<file path="src/rtl/bbqm_pkg.sv">
// Bank queue manager shared constants.
// Count widths and ROM address width used by this stage and the ROM.
package bbqm_pkg;

  localparam int PCOUNT_W = 3;
  localparam int TCOUNT_W = 2;
  localparam int ADDR_W   = PCOUNT_W + TCOUNT_W;

  typedef logic [PCOUNT_W-1:0] pcount_t;
  typedef logic [TCOUNT_W-1:0] tcount_t;
  typedef logic [ADDR_W-1:0]   addr_t;

  localparam pcount_t PMAX = '1;

endpackage

</file>
<file path="src/rtl/bbqm_sensor_cond.sv">
// Photocell conditioning: synchronizer, debounce filter and
// a registered single-cycle pulse on each filtered rising edge.
module bbqm_sensor_cond #(
  parameter int SYNC_STAGES     = 2,
  parameter int DEBOUNCE_CYCLES = 4
) (
  input  logic clk,
  input  logic rst,
  input  logic raw_i,
  output logic evt_o
);

  localparam int CNT_W =
    (DEBOUNCE_CYCLES > 1) ? $clog2(DEBOUNCE_CYCLES) : 1;
  localparam logic [CNT_W-1:0] CNT_LAST =
    CNT_W'(DEBOUNCE_CYCLES - 1);

  logic [SYNC_STAGES-1:0] sync_q;
  logic [CNT_W-1:0]       cnt_q, cnt_d;
  logic                   filt_q, filt_d;
  logic                   filt_prev_q;
  logic                   evt_q;
  logic                   lvl;

  assign lvl = sync_q[SYNC_STAGES-1];

  // The counter tracks how long lvl has disagreed with filt_q.
  always_comb begin
    cnt_d  = '0;
    filt_d = filt_q;
    if (lvl != filt_q) begin
      if (cnt_q == CNT_LAST) begin
        filt_d = lvl;
      end else begin
        cnt_d = cnt_q + 1'b1;
      end
    end
  end

  always_ff @(posedge clk or posedge rst) begin
    if (rst) begin
      sync_q      <= '0;
      cnt_q       <= '0;
      filt_q      <= 1'b0;
      filt_prev_q <= 1'b0;
      evt_q       <= 1'b0;
    end else begin
      sync_q      <= {sync_q[SYNC_STAGES-2:0], raw_i};
      cnt_q       <= cnt_d;
      filt_q      <= filt_d;
      filt_prev_q <= filt_q;
      evt_q       <= filt_q & ~filt_prev_q;
    end
  end

  assign evt_o = evt_q;

endmodule

</file>
<file path="src/rtl/bbqm_queue_counter.sv">
// Queue occupancy counter feeding the waiting-time ROM address,
// with full/empty status and overflow/underflow error pulses.
module bbqm_queue_counter
  import bbqm_pkg::*;
#(
  parameter int SYNC_STAGES     = 2,
  parameter int DEBOUNCE_CYCLES = 4
) (
  input  logic                clk,
  input  logic                rst,
  input  logic                photocell_front,
  input  logic                photocell_back,
  input  logic [TCOUNT_W-1:0] tcount_in,
  output logic [PCOUNT_W-1:0] pcount,
  output logic [TCOUNT_W-1:0] tcount,
  output logic [ADDR_W-1:0]   rom_addr,
  output logic                full,
  output logic                empty,
  output logic                err_overflow,
  output logic                err_underflow
);

  logic    enter_evt, leave_evt;
  pcount_t pcount_q, pcount_d;
  tcount_t tcount_q;
  addr_t   rom_addr_q;
  logic    full_q, empty_q;
  logic    ovf_q, ovf_d;
  logic    unf_q, unf_d;

  bbqm_sensor_cond #(
    .SYNC_STAGES    (SYNC_STAGES),
    .DEBOUNCE_CYCLES(DEBOUNCE_CYCLES)
  ) u_front (
    .clk  (clk),
    .rst  (rst),
    .raw_i(photocell_front),
    .evt_o(enter_evt)
  );

  bbqm_sensor_cond #(
    .SYNC_STAGES    (SYNC_STAGES),
    .DEBOUNCE_CYCLES(DEBOUNCE_CYCLES)
  ) u_back (
    .clk  (clk),
    .rst  (rst),
    .raw_i(photocell_back),
    .evt_o(leave_evt)
  );

  // Simultaneous enter and leave cancel out via the default arm.
  always_comb begin
    pcount_d = pcount_q;
    ovf_d    = 1'b0;
    unf_d    = 1'b0;
    unique case (1'b1)
      enter_evt && !leave_evt: begin
        if (pcount_q == PMAX) ovf_d = 1'b1;
        else pcount_d = pcount_q + 1'b1;
      end
      leave_evt && !enter_evt: begin
        if (pcount_q == '0) unf_d = 1'b1;
        else pcount_d = pcount_q - 1'b1;
      end
      default: ;
    endcase
  end

  // Status and address are built from next state to stay aligned.
  always_ff @(posedge clk or posedge rst) begin
    if (rst) begin
      pcount_q   <= '0;
      tcount_q   <= '0;
      rom_addr_q <= '0;
      full_q     <= 1'b0;
      empty_q    <= 1'b1;
      ovf_q      <= 1'b0;
      unf_q      <= 1'b0;
    end else begin
      pcount_q   <= pcount_d;
      tcount_q   <= tcount_in;
      rom_addr_q <= {tcount_in, pcount_d};
      full_q     <= (pcount_d == PMAX);
      empty_q    <= (pcount_d == '0);
      ovf_q      <= ovf_d;
      unf_q      <= unf_d;
    end
  end

  assign pcount        = pcount_q;
  assign tcount        = tcount_q;
  assign rom_addr      = rom_addr_q;
  assign full          = full_q;
  assign empty         = empty_q;
  assign err_overflow  = ovf_q;
  assign err_underflow = unf_q;

endmodule

</file>
<file path="config.mk">
export PLATFORM = sky130hd
export DESIGN_NAME = bbqm_queue_counter
export DESIGN_NICKNAME = d
export VERILOG_FILES = /design/src/rtl/bbqm_pkg.sv /design/src/rtl/bbqm_sensor_cond.sv /design/src/rtl/bbqm_queue_counter.sv
export SDC_FILE = /design/constraint.sdc
export NUM_CORES = 1
export LEC_CHECK = 0
export BUFFER_PORTS_ARGS = -buffer_cell sky130_fd_sc_hd__buf_2
export CAP_MARGIN = 25
export CORE_MARGIN = 2
export CORE_UTILIZATION = 47
export CTS_CLUSTER_SIZE = 25
export DETAILED_ROUTE_END_ITERATION = 8
export PLACE_DENSITY_LB_ADDON = 0.08
export SYNTH_ARGS = -nofsm -noshare
export SYNTH_HDL_FRONTEND = slang
export SYNTH_SLANG_ARGS = --single-unit
</file>
<file path="constraint.sdc">
create_clock -name clk -period 1.55 [get_ports clk]
set_clock_uncertainty 0.05 [all_clocks]
set_input_delay 0.2325 -clock clk [delete_from_list [all_inputs] [get_ports clk]]
set_output_delay 0.2325 -clock clk [all_outputs]
set_load 0.005 [all_outputs]
</file>
==> run summary, run 1 <==
The effective utilization at floorplan is 0.494. The number of instances in the synthesized netlist is 74. The number of warnings issued by yosys came out at 0. sky130_fd_sc_hd__dfrtp_1 takes more of the synthesized area than any other cell. The critical-path maximum fanout is 3. The clock-pin slew on the worst setup and hold paths is 120 ps. The mean post-synth cell area is 13.1 µm².

The fmax came out at 599 MHz. The checks that failed: setup timing. The number of failing setup endpoints in the final timing report came out at 4. Dividing the detail-routed via count by the number of cells gives 4.74. The path depth of the worst reg2reg path is 7. The final hold violation count is 0.

The number of DRC violations after detailed-routing iteration 0 came out at 9. The detail-routed net length per standard cell came out at 11.4 µm. After detailed routing, the number of remaining DRC violations is 0.

The power share of the clock group is 0.124. The net count of the mapped netlist came out at 87. The class of the tightest hold or removal check is reg2reg. After legalization and detailed placement, the total HPWL measured 1130 µm. The cell area power density came out at 1650 mW/mm². The critical path is of the reg2reg type. The placed instances occupy a cell area of 0.00114 mm².

The sequential power share is 0.423. The analysis attributes to cell leakage a power of 0.640 nW. For this design the total switching power over the nets is 0.000683 W.

Of the total synthesized cell area, the portion taken by full adders, half adders and majority gates is 0.0903. The total routing usage reported by global routing came out at 0.146. IR analysis of the VDD net gives a maximum drop of 0.953 mV. The async set-reset flop share out of synthesis is 1.00. Sorting the synthesized cells by area gives the leading types as sky130_fd_sc_hd__dfrtp_1 57%, sky130_fd_sc_hd__ha_1 9.0%, sky130_fd_sc_hd__buf_4 3.9%. The cell area that synthesis handed to floorplanning was 970 µm².

The post-route worst setup slack came out at -120 ps. The count of antenna diodes in the layout came out at 0. Row generation in the floorplan step produced 16 rows.

The length of the first detailed-routing pass in iterations came out at 4. The routability-driven placement congestion ratio came out at 0.838. The number of different library cells used by synthesis comes to 24. The via count of the first global-routing pass is 623. The horizontal extent of the die came out at 49.4 µm. The post-route worst hold slack is 315 ps. The number of antenna-violating nets in the routed design is 0. The number of buffer cells added on primary ports came out at 19.

The count of clock tree sinks came out at 23. Summed over all layers, the routed wires come to 1560 µm. The combinational power share is 0.453.

Of the total synthesized cell area, the portion taken by XOR and XNOR cells is 0.0181. The smallest clock period supported by the final layout is computed as 1670 ps. The number of cells traversed by the worst hold path is 0.

The share of final-layout standard cells stronger than drive strength 1 is 0.464. TritonCTS built the clock tree. For the pin with the worst max-slew slack, the measured transition is 465 ps.

With fillers left out, the area of the finished cells amounts to 0.00129 mm². The height of the die came out at 49.4 µm. The clock tree root driver cell is sky130_fd_sc_hd__clkbuf_4. The aggregate global routing overflow came out at 0.

Entering global routing, the biggest net connects 14 pins. The maximum level of the CTS H-tree is 1. The overall power of the completed layout came out at 0.00212 W. The most common cell in the synthesized netlist is sky130_fd_sc_hd__dfrtp_1. The commonest cells after synthesis are 22 x sky130_fd_sc_hd__dfrtp_1, 7 x sky130_fd_sc_hd__ha_1, 7 x sky130_fd_sc_hd__inv_1. The placeable core region came out at 0.00196 mm². The worst setup path is captured at a register. The number of synthesized flops with an enable pin is 0.

The data required time at the worst endpoint is 1690 ps. The dominant combinational cell family by area after synthesis is simple AND/OR/NAND/NOR gates. The run finished, with violations left. The internal power consumption is 0.00144 W. The share of the synthesized area in compound gates (AO/OA/AOI/OAI) came out at 0.0710. The vias after detailed routing is 650. The mux cell area share after synthesis is 0.0232.

STA classifies the critical path startpoint as a register. The worst pin sits at a relative slew slack of 0.689. In the final design database the tool counted 124 nets.

Among all flip-flop cells after synthesis, the most frequent one is sky130_fd_sc_hd__dfrtp_1. Data arrives at the worst endpoint at 1810 ps. The ratio of final minimum period to clock period came out at 1.08. The initial antenna violation count came out at 0. The synthesized-area fraction occupied by and/or/nand/nor cells is 0.137.

The number of max-slew violations in the final report is 0. Counting flops and latches in the post-synthesis netlist gives 23. The net switching share of the total power is 0.322.

The I/O pin total is 20. The die outline area is 0.00244 mm². The number of buffers on the longest clock path is 2. Setup repair after global routing could not meet its margin everywhere. The worst-skew pair later-pin latency is 300 ps. The global-route wire length before repair is 2700 µm. The register area share after synthesis came out at 0.595.

The number of clock buffers added by TritonCTS is 3. Compared with the post-synthesis result, the final layout area differs by 32.6%. Max-cap violations in this run came to 0. The share of Yosys cell area claimed by the top area cell type came out at 0.568.
registers in the layout, summed over array words and instances, names as in the netlist:
name and count:
rom_addr 5, u_front.sync_q 2, u_back.cnt_q 2, u_front.filt_q 1
u_back.filt_q 1, u_back.filt_prev_q 1, u_front.cnt_q 2, err_underflow 1
u_front.filt_prev_q 1, err_overflow 1, full 1, empty 1
u_back.sync_q 2, u_front.evt_o 1, u_back.evt_o 1
cells in the final DEF, fill, tap and decap left out, drive strengths merged:
cell type,instances
a211oi,1
a21o,1
a22oi,1
a2bb2oi,1
and3,1
and3b,1
and4,1
buf,32
clkbuf,3
clkinv,1
dfrtp,22
dfstp,1
dlygate4sd3,5
ha,7
inv,7
mux2,2
nand2,3
nand2b,3
nand3,1
nand3b,1
nor2b,6
nor3,2
o21ai,2
o311a,1
or2,1
or3,1
xnor2,2
stage by stage:
stage / worst slack (ps) / setup TNS [ps] / utilization / std cells
finish: -120 / -253 / 0.656 / 137
global route: -183 / -510 / 0.656 / 137
CTS: -142 / -300 / 0.638 / 135
detailed placement: -141 / -244 / 0.584 / 124
global placement: -124 / -193 / 0.584 / 124
floorplan: -66.2 / -66.2 / - / 74
area by class of cell:
class / instances / area (µm²)
fillers: 168 / 676
clock inverters: 1 / 5.00
repair buffers: 37 / 243
flip-flops and latches: 23 / 578
inverters: 7 / 26.3
multi-input cells: 39 / 378
clock buffers: 3 / 22.5
well taps: 27 / 33.8
what timing repair did:
item	in CTS	in global routing
gates resized for setup	3	6
pin swaps	2	2
endpoints found under the setup margin	4	5
hold endpoints to repair	15	0
setup buffers	2	2
hold buffers	5	0
final timing paths:
check	end	from	slack, ps
max in group asynchronous	err_underflow	rst	510
worst max register to register	full	rom_addr[1]	-120
worst min-delay path	u_back.sync_q[1]	u_back.sync_q[0]	320
min in group asynchronous	u_back.sync_q[0]	rst	420
worst min register to register	u_back.sync_q[1]	u_back.sync_q[0]	320
worst max-delay path	full	rom_addr[1]	-120
power by group through the flow:
stage          registers (W)  logic [W]  clock network, W
4_1_cts             0.000898   0.000896          0.000276
6_report            0.000897   0.000959          0.000262
3_5_place_dp        0.000910   0.000852                 0
2_1_floorplan       0.000900   0.000604                 0
5_1_grt             0.000927    0.00107          0.000301
3_3_place_gp        0.000902   0.000838                 0
worst max-delay path: stages (launching register included):
cell and delay (ps):
sky130_fd_sc_hd__dfrtp_1 450, sky130_fd_sc_hd__inv_2 70, sky130_fd_sc_hd__ha_4 160, sky130_fd_sc_hd__and3b_1 180, sky130_fd_sc_hd__or3_4 350, sky130_fd_sc_hd__a2bb2oi_4 150
sky130_fd_sc_hd__buf_4 120, sky130_fd_sc_hd__a211oi_2 30
cells by family (layout without fill, tap and decap cells):
group,count (synthesis),count (layout)
xor+xnor,2,2
buf+inv,12,48
flops,23,23
mux,2,2
simple gates,21,21
compound gates,7,7
fa+ha+maj,7,7
metal layers:
layer  track usage  share of wire  vias up
met5             0              0        -
met4        0.0417              0        0
met3        0.0276          0.038        0
met2         0.241           0.48       15
met1         0.199           0.48      322
li1              -              -      313
(Power assumes the default switching activity.)
==> run 2: changes to the inputs <==
==> constraint.sdc (replaced) <==
create_clock -name clk -period 1.55 [get_ports clk]
set_clock_uncertainty 0.05 [all_clocks]
set_input_delay 0.31 -clock clk [delete_from_list [all_inputs] [get_ports clk]]
set_output_delay 0.31 -clock clk [all_outputs]
set_load 0.005 [all_outputs]
==> run 2 against run 1 <==
The run still ends with setup timing left. Via count is 4.9% lower. Utilization fell by 1.8 points. Global-route usage decreased by 0.42 points. Cell area decreased by 2.8%. Flip-flop and latch count did not move. Count of clock-buffer cells in the layout unchanged. Sequential share of layout area up 1.4 points. Critical path depth fell by 1. Non-clock buffer count shrank 3. Routed wire length is 4.4% lower. Critical endpoint is now empty.
==> run summary, run 2 (synthesis results as in run 1) <==
Across every metal layer, demand over resource in global routing totals 0.142. The area used by sequential logic in the layout is 579 µm². Counting along the longest clock path gives a buffer depth of 2. The placeable core region is 0.00196 mm². The final reports fail on setup timing. The I/O pin total came out at 20.

In the final layout, the share of cells above drive strength 1 is 0.486. The fmax came out at 601 MHz. The top cell types in the final layout, fill and taps aside, are 20 x sky130_fd_sc_hd__dfrtp_1, 19 x sky130_fd_sc_hd__buf_2, 12 x sky130_fd_sc_hd__buf_4, 6 x sky130_fd_sc_hd__nor2b_1, 5 x sky130_fd_sc_hd__inv_1. Data arrives at the worst endpoint at 1860 ps. The number of flip-flops under the largest register name is 5. The leading cell type in the layout, fill and taps excluded is sky130_fd_sc_hd__dfrtp_1. The maximum level of the CTS H-tree came out at 1. The height of the die is 49.4 µm. The routed wire length came out at 1490 µm. The tool flagged a number of max-cap violations equal to 0. The number of failing setup endpoints in the final timing report is 4. The final standard cell utilization of the core is 0.637. In the final routed layout, each cell accounts on average for 11.1 µm. In this run the worst setup path begins at u_back.evt_o. The count of clock tree sinks came out at 23. The data required time at the worst endpoint is 1750 ps.

Headroom to the max-slew limit came out at 0.816. The global-route wire length before repair is 2560 µm. The TritonCTS buffer count came out at 3.

Setup repair after global routing could not meet its margin everywhere. The site row count came out at 16. The horizontal extent of the die came out at 49.4 µm. The length of the first detailed-routing pass in iterations is 2. The maximum vdd drop is 1.10 mV. The number of max-slew violations in the final report came out at 0.

The worst hold path belongs to the class in2reg. The number of DRC violations after detailed-routing iteration 0 came out at 9. For this configuration, the core starts out at a cell density of 0.494. The worst setup path is launched from a register. The worst-case setup slack after placement is -140 ps. The vias after detailed routing is 618. The detail route stage leaves a number of antenna-violating nets equal to 0. The analysis attributes to cell leakage a power of 0.627 nW.

The flow ran to the end, but the final reports show violations. The per-cell via count in the routed design is 4.61. The count of antenna diodes in the layout is 0. Global routing finished with a remaining overflow of 0. The clock-pin slew on the worst setup and hold paths came out at 120 ps. The worst setup path is captured at a register. The via count of the first global-routing pass came out at 603.

At the pin with the least slew margin, the transition time is 275 ps. The routability-driven placement congestion ratio is 0.852. The initial antenna violation count was 0. The critical path start-end classification is reg2reg. After layout, the worst setup slack is -113 ps.

The cell sitting at the root of the clock tree is a sky130_fd_sc_hd__clkbuf_4. Subtracting the final worst setup slack from the clock period gives 1660 ps. After the last flow step, the layout net total stands at 121. TritonCTS built the clock tree.

Clock latency on the worst-skew pair, taken at its later pin, is 300 ps. The maximum number of pins on one net before global-route repair came out at 24. Dividing the final minimum period by the clock period gives 1.07. The worst min-delay path startpoint is photocell_back.

In this run the critical register-to-register path is launched from u_back.evt_o. The multi-input combinational cells in the finished layout cover a total of 365 µm². The number of buffer cells added on primary ports came out at 19. The placed wire-length estimate came out at 1100 µm. The die outline area came out at 0.00244 mm². In this run the power density over the cells is 1750 mW/mm². The layout filler cell count is 169.

The area growth from synthesis to layout is 28.9%. After detailed routing, the number of remaining DRC violations is 0. The final hold violation count came out at 0. The critical-path maximum fanout came out at 3.
-- run 2: what timing repair did --
| action | in CTS | in global routing |
|---|---|---|
| gates resized for setup | 7 | 2 |
| buffers inserted | 3 | 2 |
| endpoints found under the setup margin | 4 | 5 |
| hold buffers | 1 | 0 |
| hold endpoints to repair | 22 | 0 |
| gates cloned | 0 | 0 |
| pin swaps | 2 | 2 |
-- run 2: worst paths after layout --
path,endpoint,slack (ps),cells past startpoint
min in group asynchronous,u_back.cnt_q[1],530,4
worst min register to register,u_back.sync_q[1],320,0
max in group asynchronous,empty,650,4
worst min-delay path,u_back.sync_q[0],50,1
worst max-delay path,empty,-110,6
worst max register to register,empty,-110,6
-- run 2: area by class of cell --
type | count | share of cell area
well taps | 27 | 0.0270
flip-flops and latches | 23 | 0.463
clock buffers | 3 | 0.0180
repair buffers | 34 | 0.174
multi-input cells | 39 | 0.292
inverters | 7 | 0.0210
clock inverters | 1 | 0.00400
-- run 2: report_power, final --
part / internal [W] / switching (W)
sequential: 0.000784 / 0.000109
clock: 0.0000962 / 0.000164
combinational: 0.000617 / 0.000423
-- run 2: worst max-delay path, stage by stage (launching register included) --
cell                        delay, ps
sky130_fd_sc_hd__dfrtp_1          400
sky130_fd_sc_hd__buf_6            120
sky130_fd_sc_hd__ha_4             150
sky130_fd_sc_hd__and3b_1          170
sky130_fd_sc_hd__or3_4            360
sky130_fd_sc_hd__a2bb2oi_4        160
sky130_fd_sc_hd__and4_1           200
-- run 2: per-layer routing --
layer	vias up	share of wire	global-route usage
li1	308	-	-
met4	0	0	0.0556
met3	0	0.048	0.0521
met2	15	0.45	0.216
met1	295	0.50	0.185
met5	-	0	0
-- run 2: metrics by stage --
step / cell area [µm²] / total power [W] / TNS (ps) / hold slack, ps / std cells
4_1_cts: 1230 / 0.00218 / -315 / 39.5 / 132
6_report: 1250 / 0.00219 / -346 / 53.7 / 134
2_1_floorplan: 986 / 0.00150 / -66.2 / 261 / 74
3_5_place_dp: 1140 / 0.00176 / -232 / 290 / 124
5_1_grt: 1250 / 0.00238 / -623 / 19.7 / 134
3_3_place_gp: 1140 / 0.00174 / -199 / 283 / 124
